`config.mk`:
```
export PLATFORM = sky130hd
export DESIGN_NAME = im_loader_ctrl
export DESIGN_NICKNAME = d
export VERILOG_FILES = /design/src/rtl/im_loader_ctrl.sv
export SDC_FILE = /design/constraint.sdc
export NUM_CORES = 1
export LEC_CHECK = 0
export ABC_AREA = 1
export CAP_MARGIN = 10
export CORE_MARGIN = 4
export CORE_UTILIZATION = 25
export DETAILED_ROUTE_END_ITERATION = 8
export GPL_TIMING_DRIVEN = 0
export SYNTH_ARGS = -nofsm -noshare
export SYNTH_HDL_FRONTEND = slang
export SYNTH_SLANG_ARGS = --single-unit
```
`constraint.sdc`:
```
create_clock -name clk -period 1.7 [get_ports clk]
set_input_delay 0.255 -clock clk [delete_from_list [all_inputs] [get_ports clk]]
set_output_delay 0.255 -clock clk [all_outputs]
set_load 0.03 [all_outputs]
```
`src/rtl/im_loader_ctrl.sv`:
```
// im_loader_ctrl: writes upstream instruction words into consecutive IM addresses, then releases the CPU.
// Latency: IM write one cycle after each accept; DONE two cycles after the final accept.
// Backpressure: in_ready is high only in LOAD/CHECK, so the source stalls in all other states.
// Optional checksum word after the program: define IM_LOADER_CHECKSUM_EN to enable it.
module im_loader_ctrl #(
  parameter int DATA_W = 16,
  parameter int ADDR_W = 4
) (
  input  logic              clk,
  input  logic              rst,
  input  logic              start,
  input  logic [ADDR_W-1:0] last_addr,
  input  logic              in_valid,
  input  logic [DATA_W-1:0] in_data,
  output logic              in_ready,
  output logic              im_we,
  output logic [ADDR_W-1:0] im_addr,
  output logic [DATA_W-1:0] im_wdata,
  output logic              busy,
  output logic              done,
  output logic              cpu_run,
  output logic              err
);

  typedef enum logic [2:0] {
    S_IDLE  = 3'd0,
    S_LOAD  = 3'd1,
    S_CHECK = 3'd2,
    S_FLUSH = 3'd3,
    S_DONE  = 3'd4
  } state_t;

  state_t            r_state;
  state_t            w_next;
  logic [ADDR_W-1:0] r_cnt;
  logic [ADDR_W-1:0] r_last;
  logic              r_we;
  logic [ADDR_W-1:0] r_addr;
  logic [DATA_W-1:0] r_wdata;
  logic              r_done;

  logic w_ready;
  logic w_accept;
  logic w_data_acc;
  logic w_start;

  // Handshake decode: a data accept is only one taken in LOAD; a start only counts in IDLE/DONE.
  assign w_ready    = (r_state == S_LOAD) || (r_state == S_CHECK);
  assign w_accept   = in_valid & w_ready;
  assign w_data_acc = w_accept & (r_state == S_LOAD);
  assign w_start    = start & ((r_state == S_IDLE) || (r_state == S_DONE));

  // State register.
  always_ff @(posedge clk) begin
    if (rst) r_state <= S_IDLE;
    else     r_state <= w_next;
  end

  // Next-state logic.
  always_comb begin
    w_next = r_state;
    case (r_state)
      S_IDLE:  if (w_start) w_next = S_LOAD;
      S_LOAD: begin
        if (w_data_acc && (r_cnt == r_last)) begin
`ifdef IM_LOADER_CHECKSUM_EN
          w_next = S_CHECK;
`else
          w_next = S_FLUSH;
`endif
        end
      end
      S_CHECK: if (w_accept) w_next = S_FLUSH;
      S_FLUSH: w_next = S_DONE;
      S_DONE:  if (w_start) w_next = S_LOAD;
      default: w_next = S_IDLE;
    endcase
  end

  // Datapath: word counter, registered IM write port and the DONE-entry pulse.
  always_ff @(posedge clk) begin
    if (rst) begin
      r_cnt   <= '0;
      r_last  <= '0;
      r_we    <= 1'b0;
      r_addr  <= '0;
      r_wdata <= '0;
      r_done  <= 1'b0;
    end else begin
      r_we   <= w_data_acc;
      r_done <= (r_state == S_FLUSH);
      if (w_start) begin
        r_last <= last_addr;
        r_cnt  <= '0;
      end
      if (w_data_acc) begin
        r_addr  <= r_cnt;
        r_wdata <= in_data;
        r_cnt   <= r_cnt + ADDR_W'(1);
      end
    end
  end

`ifdef IM_LOADER_CHECKSUM_EN
  logic [DATA_W-1:0] r_acc;
  logic              r_err;

  // Running sum of program words; the word taken in CHECK is compared against it.
  always_ff @(posedge clk) begin
    if (rst) begin
      r_acc <= '0;
      r_err <= 1'b0;
    end else begin
      if (w_start) begin
        r_acc <= '0;
        r_err <= 1'b0;
      end else if (w_data_acc) begin
        r_acc <= r_acc + in_data;
      end else if (w_accept && (r_state == S_CHECK)) begin
        r_err <= (r_acc != in_data);
      end
    end
  end
`endif

  // Output decode from state and registered datapath.
  always_comb begin
    in_ready = w_ready;
    busy     = (r_state == S_LOAD) || (r_state == S_CHECK) || (r_state == S_FLUSH);
    im_we    = r_we;
    im_addr  = r_addr;
    im_wdata = r_wdata;
    done     = r_done;
`ifdef IM_LOADER_CHECKSUM_EN
    err      = r_err;
`else
    err      = 1'b0;
`endif
    cpu_run  = (r_state == S_DONE) && !err;
  end

endmodule
```
==> results by group <==
Synth
  • Total nets after synthesis: 204
  • Seq cells post-synth: 33
  • Warnings from Yosys: 0
  • Mapped Cells: roughly 180
  • Distinct cells, synth: 28
  • Proportion of synthesized chip area in sequential cells: roughly half
  • Post-Synthesis Cell Area: about 1400 µm²
  • Average footprint of a synthesized cell: between 7 and 8 µm²

STA
  • Setup repair after global routing missed its margin: no
  • Final-layout worst hold slack: 0.481 ns
  • Fin Setup TNS: 0 ns
  • Final WS setup: between 0.1 and 0.15 ns
  • Count of endpoints failing setup in the final report: 0
  • Highest clock frequency the design can meet: 639 MHz
  • Final number of hold-violating endpoints: 0
  • Clock skew after layout: roughly 0.0095 ns
  • Min Clock Period, post-route: 1.57 ns
  • Max-slew violation total from the final report: 0
  • Period utilisation layout: between 90% and 100%

Setup path
  • Type of origin of the critical path: register
  • Endpoint arrival time on the critical path: about 1.3 ns
  • Category of the most critical setup path: reg2out
  • Critical path, cell by cell: clkdlybuf4s50_1
  • CP Capture Type: output pin
  • Worst reg-to-reg setup slack: ~0.44 ns
  • WP buf/inv: 1
  • Kind of cell with the highest combined delay on the critical path: buffers and inverters
  • Worst-path cell with the longest stage delay: sky130_fd_sc_hd__clkdlybuf4s50_1
  • Critical Path RT: 1.44 ns
  • Highest fanout seen on the critical path: 2
  • Delay contributed by the slowest stage of the critical path: slightly below 0.7 ns

Place
  • Placer congestion estimate: 0.785
  • Post-Place Cell Area: between 1500 and 2000 µm²
  • Worst-case setup slack after placement: roughly 0.012 ns
  • Port Buffer Count: between 40 and 50
  • Total half-perimeter wirelength after legalization and detailed placement: ~2.4 mm

Clock network
  • CTS Root Cell: sky130_fd_sc_hd__clkbuf_8
  • H-tree depth reported by CTS: 2
  • TritonCTS clock tree: done
  • Post-CTS setup repair buffer count: 0
  • Clk Latency, worst-skew pair: between 0.2 and 0.3 ns
  • Number of clock sinks: 33
  • Clk pin slew, worst setup/hold paths: ~0.070 ns
  • Maximum buffer depth of the clock tree: 2
  • Hold buffer count at cts: 0
  • Inserted Clock Buffers: 5

Global routing
  • Antenna violations before repair: 0
  • Maximum number of pins on one net before global-route repair: 12
  • Vias in the first global route: between 1k and 1.5k
  • Global routing usage summed across all routing layers: between 10% and 20%
  • Residual overflow from global routing: 0
  • Wire length of the first global-routing pass: ~5.6 mm

Floorplanning
  • Initial standard-cell utilization of the core: approximately a quarter
  • Die Wd: slightly above 80 µm
  • Placeable core area: roughly 5200 µm²
  • Height of the die: between 80 and 90 µm
  • Number of top-level pins: 50
  • Rows: 26
  • Overall die area: approximately 6700 µm²

Power and ir drop
  • Power per cell area: 1470 nW/µm²
  • Worst vdd ir: 0.000794 V
  • Leakage power of the design: 0.813 nW

Final layout
  • Area growth syn-to-layout: 47.5%
  • Fill cells: 552
  • FF/Latch Area: roughly 660 µm²
  • Finished Cell Area: 2010 µm²
  • Number of diodes: 0
  • Area used by multi-input combinational logic: 574 µm²
  • Proportion of layout cells with a drive suffix above 1: roughly an eighth
  • Post-layout nets: 259

Routing
  • Routed length per instance: about 11 µm
  • Vias per cell: around 4.2
  • Residual DRC count: 0
  • Detailed-route via count: ~1.3k
  • Detailed-routing iteration count for the pre-antenna-repair pass: 4
  • Number of routed nets with antenna violations: 0
  • Iteration-0 DRC Markers: 48
  • Drt total wl: ~3.3 mm

Min path
  • HP Class: reg2reg

Status
  • Outcome: complete, no violations

Run
  • Max-capacitance violation count: 0
## cell type report
type	count	share of cell area, %
multi-input combinational	121	28.6
clock inverter	3	0.872
tap	70	4.36
buffer	8	3.12
inverter	17	3.30
sequential	33	33.0
clock buffer	5	3.43
timing repair buffer	48	23.4
## timing repair
item | CTS | global route
gates resized for setup | 6 | 5
endpoints found under the setup margin | 3 | 3
hold endpoints to repair | 0 | 0
## cell usage after synthesis, drive strengths merged
cell    count  share of area (%)
buf         6                4.0
nand2      21                6.0
o31ai       1               0.55
nand4       1               0.46
clkbuf      2               0.64
xor2        2                1.3
nor2       50                 15
ha          1               0.92
conb        1               0.28
inv        17                4.9
a21oi      12                4.7
nor3        1               0.37
o21ai      25                9.5
nand3       5                2.8
a22oi       1               0.55
dfxtp      33                 49
## routing by layer
layer  track usage, %  up-vias  wire, µm
li1                 -      676         -
met1             12.7      559      1610
met2             18.3       38      1410
met3             2.96        6       219
met4             4.98        0        63
met5                0        -         0
## logic make-up (layout without fill, tap and decap cells)
group	count (synthesis)	count (layout)	synth area share, %
adders and majority gates	1	1	0.919
and+or+nand+nor	78	78	24.3
DFF	33	33	48.5
buffers and inverters	25	81	9.47
xor gates and xnor gates	2	2	1.29
AOI/OAI and AO/OA	39	39	15.3
other	1	1	0.275
## state kept, by name, indices dropped and copies added, names as in the netlist
name and count:
r_last 4, im_wdata 16, im_we 1, im_addr 4
done 1, r_cnt 4, r_state 3
## stage by stage
| step | total power [mW] | util [%] | instances |
|---|---|---|---|
| floorplan | 1.94 | - | 179 |
| CTS | 2.99 | 38.7 | 305 |
| global placement | 2.41 | 37.1 | 297 |
| global route | 3.17 | 38.6 | 305 |
| detailed placement | 2.42 | 37.1 | 297 |
| finish | 2.94 | 38.6 | 305 |
## worst paths after layout
check	from	endpoint	depth (start not counted)
max	im_addr[1]	im_addr[1]	1
min	im_wdata[15]	im_wdata[15]	2
max reg2reg	r_state[0]	im_wdata[15]	7
min reg2reg	im_wdata[15]	im_wdata[15]	2
## placed cells by master (no fill, tap or decap), types with 2 or more instances in the layout
cell / synthesis / routed
sky130_fd_sc_hd__nand2_1: 20 / 20
sky130_fd_sc_hd__clkdlybuf4s50_1: 0 / 45
sky130_fd_sc_hd__buf_4: 2 / 2
sky130_fd_sc_hd__o21ai_0: 13 / 13
sky130_fd_sc_hd__buf_6: 3 / 3
sky130_fd_sc_hd__nor2_2: 2 / 3
sky130_fd_sc_hd__xor2_1: 2 / 2
sky130_fd_sc_hd__nand3_1: 4 / 4
sky130_fd_sc_hd__inv_1: 15 / 15
sky130_fd_sc_hd__dfxtp_1: 33 / 32
sky130_fd_sc_hd__clkbuf_2: 1 / 2
sky130_fd_sc_hd__clkbuf_8: 0 / 5
sky130_fd_sc_hd__clkinv_2: 0 / 2
sky130_fd_sc_hd__o21ai_1: 11 / 11
sky130_fd_sc_hd__a21oi_1: 11 / 11
sky130_fd_sc_hd__nor2_1: 47 / 46
sky130_fd_sc_hd__buf_2: 1 / 2
## power breakdown
group | leakage [nW] | internal, mW | switching [mW] | total, mW
registers | 0.270 | 0.952 | 0.114 | 1.07
logic | 0.499 | 0.508 | 0.782 | 1.29
clock network | 0.0439 | 0.282 | 0.303 | 0.585
(Power assumes the default switching activity.)
